### config.mk
export PLATFORM = sky130hd
export DESIGN_NAME = load_store_unit
export DESIGN_NICKNAME = d
export VERILOG_FILES = /design/src/rtl/load_store_unit.sv
export SDC_FILE = /design/constraint.sdc
export NUM_CORES = 1
export LEC_CHECK = 0
export CAP_MARGIN = 20
export CORE_UTILIZATION = 45
export CTS_BUF_LIST = sky130_fd_sc_hd__clkbuf_4 sky130_fd_sc_hd__clkbuf_8 sky130_fd_sc_hd__clkbuf_16
export CTS_CLUSTER_SIZE = 10
export DETAILED_ROUTE_END_ITERATION = 6
export PLACE_DENSITY = 0.78
export REMOVE_ABC_BUFFERS = 1
export SYNTH_ARGS = -nofsm -noshare
export SYNTH_HDL_FRONTEND = slang
export SYNTH_SLANG_ARGS = --single-unit
### constraint.sdc
create_clock -name clk -period 2.1 [get_ports clk]
set_clock_uncertainty 0.05 [all_clocks]
set_input_delay 0.315 -clock clk [delete_from_list [all_inputs] [get_ports clk]]
set_output_delay 0.315 -clock clk [all_outputs]
set_load 0.03 [all_outputs]
### src/rtl/load_store_unit.sv
// Load/store unit: turns an execute-stage access into a req/ack memory transaction,
// formatting store lanes and extending load data; flags misaligned/illegal/timeout.
module load_store_unit #(
   parameter int TIMEOUT = 16
) (
   input  logic        clk,
   input  logic        rst,
   input  logic        start,
   input  logic        MemRead,
   input  logic        MemWrite,
   input  logic [2:0]  funct3,
   input  logic [31:0] ALUResult,
   input  logic [31:0] WriteData,
   output logic [31:0] ReadData,
   output logic        done,
   output logic        err,
   output logic        stall,
   output logic        mem_req,
   output logic        mem_we,
   output logic [31:0] mem_addr,
   output logic [31:0] mem_wdata,
   output logic [3:0]  mem_wstrb,
   input  logic [31:0] mem_rdata,
   input  logic        mem_ack
);

   typedef enum logic [1:0] {IDLE, REQ, DONE} state_t;

   localparam logic [7:0] TLAST = 8'(TIMEOUT - 1);

   state_t      state;
   logic [7:0]  cnt;
   logic [2:0]  f3_q;
   logic [1:0]  off_q;
   logic        acc;
   logic        bad;
   logic [31:0] fwdata;
   logic [3:0]  fwstrb;
   logic [7:0]  lbyte;
   logic [15:0] lhalf;
   logic [31:0] lext;

   assign acc   = MemRead | MemWrite;
   assign stall = ((state == IDLE) & start & acc) | (state == REQ);

   always_comb begin
      bad    = MemRead & MemWrite;
      fwdata = WriteData;
      fwstrb = 4'b1111;
      case (funct3)
         3'b000: begin
            fwdata = {4{WriteData[7:0]}};
            fwstrb = 4'b0001 << ALUResult[1:0];
         end
         3'b001: begin
            fwdata = {2{WriteData[15:0]}};
            fwstrb = ALUResult[1] ? 4'b1100 : 4'b0011;
            if (ALUResult[0]) bad = 1'b1;
         end
         3'b010: if (ALUResult[1:0] != 2'b00) bad = 1'b1;
         3'b100: if (MemWrite) bad = 1'b1;
         3'b101: if (MemWrite || ALUResult[0]) bad = 1'b1;
         default: bad = 1'b1;
      endcase
   end

   // Load extraction works on the latched lane offset, not the live address.
   always_comb begin
      case (off_q)
         2'd0:    lbyte = mem_rdata[7:0];
         2'd1:    lbyte = mem_rdata[15:8];
         2'd2:    lbyte = mem_rdata[23:16];
         default: lbyte = mem_rdata[31:24];
      endcase
      lhalf = off_q[1] ? mem_rdata[31:16] : mem_rdata[15:0];
      case (f3_q)
         3'b000:  lext = {{24{lbyte[7]}}, lbyte};
         3'b100:  lext = {24'd0, lbyte};
         3'b001:  lext = {{16{lhalf[15]}}, lhalf};
         3'b101:  lext = {16'd0, lhalf};
         default: lext = mem_rdata;
      endcase
   end

   always_ff @(posedge clk) begin
      if (rst) begin
         state     <= IDLE;
         cnt       <= 8'd0;
         f3_q      <= 3'd0;
         off_q     <= 2'd0;
         ReadData  <= 32'd0;
         done      <= 1'b0;
         err       <= 1'b0;
         mem_req   <= 1'b0;
         mem_we    <= 1'b0;
         mem_addr  <= 32'd0;
         mem_wdata <= 32'd0;
         mem_wstrb <= 4'd0;
      end else begin
         done <= 1'b0;
         err  <= 1'b0;
         case (state)
            IDLE: if (start && acc) begin
               if (bad) begin
                  state <= DONE;
                  done  <= 1'b1;
                  err   <= 1'b1;
               end else begin
                  state     <= REQ;
                  cnt       <= 8'd0;
                  f3_q      <= funct3;
                  off_q     <= ALUResult[1:0];
                  mem_req   <= 1'b1;
                  mem_we    <= MemWrite;
                  mem_addr  <= {ALUResult[31:2], 2'b00};
                  mem_wdata <= fwdata;
                  mem_wstrb <= MemWrite ? fwstrb : 4'b0000;
               end
            end
            REQ: begin
               if (mem_ack) begin
                  state   <= DONE;
                  mem_req <= 1'b0;
                  done    <= 1'b1;
                  if (!mem_we) ReadData <= lext;
               end else if (cnt == TLAST) begin
                  state   <= DONE;
                  mem_req <= 1'b0;
                  done    <= 1'b1;
                  err     <= 1'b1;
               end else begin
                  cnt <= cnt + 8'd1;
               end
            end
            DONE:    state <= IDLE;
            default: state <= IDLE;
         endcase
      end
   end

endmodule

==> results of run 1 <==
state kept, by name, summed over array words and instances, names as in the netlist, 2 cells and up:
signal / cells
state: 2
mem_addr: 30
cnt: 8
ReadData: 32
mem_wstrb: 4
mem_wdata: 32
f3_q: 3
off_q: 2
worst max-delay path by stage:
stage	start	to	slack, ns
6_report	mem_we$_SDFFE_PP0P_	mem_we	0.24
5_1_grt	off_q[0]$_SDFFE_PP0P_	ReadData[4]$_SDFFE_PP0P_	0.15
4_1_cts	mem_we$_SDFFE_PP0P_	mem_we	0.22
3_5_place_dp	MemWrite	mem_wdata[29]$_SDFFE_PP0P_	-0.07
3_3_place_gp	MemWrite	mem_wdata[5]$_SDFFE_PP0P_	-0.04
2_1_floorplan	state[1]$_SDFFE_PP0P_	mem_we$_SDFFE_PP0P_	-2.92
kinds of logic after synthesis:
kind of cell | after synthesis | share of synthesized area, %
xor gates and xnor gates | 1 | 0.155
adders and majority gates | 1 | 0.222
other | 1 | 0.0665
buffers and inverters | 75 | 7.54
DFF | 117 | 41.5
AOI/OAI and AO/OA | 257 | 27.8
muxes | 27 | 5.04
and+or+nand+nor | 184 | 17.6
cell type report:
type | count | area (sq um)
clock buffer | 22 | 475
sequential | 117 | 2340
tap | 168 | 210
clock inverter | 10 | 153
timing repair buffer | 254 | 2570
fill | 930 | 3440
multi-input combinational | 472 | 2890
inverter | 7 | 26.3
per-layer routing:
metal  vias up  global-route usage [%]  routed length, microns
li1       2859                       -                       -
met1      2854                    33.3                    7440
met2       299                    47.9                    8890
met3        26                    9.51                    1690
met4         0                    11.9                     366
met5         -                       0                       0
placed cells by master (no fill, tap or decap), drive strengths merged, types with 4 or more instances in the layout:
cell type        n
nand2           49
o21ai           87
nor4             4
buf             49
or3             11
a31o             6
a211oi          22
nor3            13
nor2            20
nand3           57
a21oi          100
bufinv           4
nand3b           7
a311oi          12
o2111ai         10
clkdlybuf4s50  205
o211ai           4
mux2i           25
clkbuf          22
clkinv           5
dfxtp          117
inv              7
worst reg2reg max path: cells and delay by family, from the launching register on:
family          cells  cell delay (ns)
compound gates      1             0.30
flops               1             0.45
simple gates        3             0.86
stage by stage:
step | instances | setup TNS (ns)
CTS | 1050 | 0
detailed placement | 1018 | -1.79
finish | 1050 | 0
global route | 1050 | 0
global placement | 1018 | -0.228
floorplan | 596 | -201.26
report_power, final:
part / internal, mW / switching (mW) / leakage, nW
clock: 2.07 / 1.01 / 0.314
sequential: 2.30 / 0.0483 / 0.948
combinational: 0.497 / 0.578 / 1.73
total: 4.87 / 1.64 / 2.99
==> impl_metrics.csv, run 1 <==
group,metric,value,unit
place,place_congestion,0.846,
logic_synthesis,ys_seq_elements,117,
logic_synthesis,ys_types,65,
global_routing,grt_max_degree,43,
logic_synthesis,yosysMostFrequentCell,"dfxtp_1",
setup_path,crit_buf_inv,1,
setup_path,worst_ep_required_time,1.74,ns
logic_synthesis,yosys_warnings,0,
timing,tightestPinTransition,0.523,ns
setup_path,crit_family,"buffers and inverters",
job,cap_violations,0,
hold_path,worstHoldStart,"rst",
cells_and_area,stdcell_area,8670,sq um
hold_path,whs_path_depth,2,
clocking,cts_made_buffers,17,
cells_and_area,nets,975,
setup_path,cp_slowest_cell,"clkdlybuf4s50_1",
timing,rsz0062_at_grt,"no",
setup_path,path_class,"reg2out",
global_routing,gr-usage-all-layers,28.5,%
drt,antenna_left,0,
timing,whs,0.268,ns
floorplanning,chipHeight,114,microns
setup_path,arrival,1.50,ns
drt,wl_per_cell,17.5,microns
timing,hold_viol_final,0,
hold_path,holdPathEnd,"mem_addr[3]$_SDFFE_PP0P_",
setup_path,end_kind,"primary output",
cells_and_area,diodes,0,
floorplanning,ioPinCount,210,
place,place_ws,-0.0738,ns
setup_path,r2r_setup_slack,0.31,ns
timing,drv_slew,0,
clocking,cts_root_buf,"clkbuf_16",
logic_synthesis,synth.avg_cell_area,8.51,sq um
power_and_ir_drop,p_per_area,751,nW/um^2
floorplanning,die_w,114,microns
clocking,clock-sinks,117,
logic_synthesis,yosysTopAreaCell,"dfxtp_1",
drt,vias,6038,
outcome,status,"finished, final reports clean",
timing,finalSetupViolCount,0,
clocking,cts_tree,"done",
setup_path,worst-path-max-fanout,4,
global_routing,grt_pass1_vias,5948,
drt,viasPerCell,5.75,
floorplanning,row_count,40,
global_routing,gr-total-overflow,0,
clocking,htreeDepth,4,
drt,post-route-drc-count,0,
logic_synthesis,synthCells,663,
setup_path,crit_chain,"clkdlybuf4s50_1",
setup_path,r2r-start,"off_q[0]$_SDFFE_PP0P_",
global_routing,antenna_found_initial,0,
logic_synthesis,yosys-top-cells-count,"dfxtp_1 (117), a21oi_1 (99), o21ai_0 (65)",
setup_path,reg2regPathDepth,4,
logic_synthesis,syn_area,5640,sq um
floorplanning,coreArea,12100,sq um
logic_synthesis,synth_edf_count,0,
setup_path,cp-start-kind,"flop",
logic_synthesis,ys_top_cells_by_area,"dfxtp_1 (42%), a21oi_1 (8.8%), o21ai_0 (5.8%)",
place,post-dp-hpwl,12.5,mm
setup_path,crit_cells,1,
timing,period_share,88.8,%
logic_synthesis,synthFlopType,"dfxtp_1",
cells_and_area,area_growth,53.7,%
timing,fin_crit,1.86,ns
drt,drtIter0Drc,561,
clocking,hold_buffers,0,
logic_synthesis,ys_seq_area_share,41.5,%
place,post_dp_cell_area,8040,sq um
cells_and_area,utilization,71.6,%
logic_synthesis,yosysTopAreaCellShare,41.5,%
timing,max_freq,0.536,GHz
floorplanning,start_util,46.6,%
timing,setup_ws,0.235,ns
place,io_buffers,207,
clocking,insertion_delay,0.41,ns
drt,dr.pass1.iters,5,
clocking,cts_buffer_depth,2,
floorplanning,die_area,13000,sq um
clocking,path_clk_slew,0.06,ns
drt,wl,18.4,mm
clocking,post-cts-setup-buffers,0,
power_and_ir_drop,p_leak,2.99,nW
setup_path,slowest_delay,0.70,ns
hold_path,min_path_type,"in2reg",
setup_path,crit-reg2reg-capture,"ReadData[3]$_SDFFE_PP0P_",
global_routing,grt_pass1_wl,29.1,mm
cells_and_area,drive_gt1_share,12.9,%
power_and_ir_drop,total_power,6.51,mW
logic_synthesis,synth-async-reset-ratio,0,%
clocking,cts_resized,0,
power_and_ir_drop,ir_drop,484,uV
timing,relSlewSlack,65.1,%
Power figures use the tool's default switching activity.
==> run 2: changes to the inputs <==
--- a/config.mk
+++ b/config.mk
@@ -5,10 +5,9 @@
 export SDC_FILE = /design/constraint.sdc
 export NUM_CORES = 1
 export LEC_CHECK = 0
-export CAP_MARGIN = 20
+export CAP_MARGIN = 15
 export CORE_UTILIZATION = 45
 export CTS_BUF_LIST = sky130_fd_sc_hd__clkbuf_4 sky130_fd_sc_hd__clkbuf_8 sky130_fd_sc_hd__clkbuf_16
-export CTS_CLUSTER_SIZE = 10
 export DETAILED_ROUTE_END_ITERATION = 6
 export PLACE_DENSITY = 0.78
 export REMOVE_ABC_BUFFERS = 1
==> results of run 2 <==
No change in the layout: final DEF, timing and power equal those of run 1.
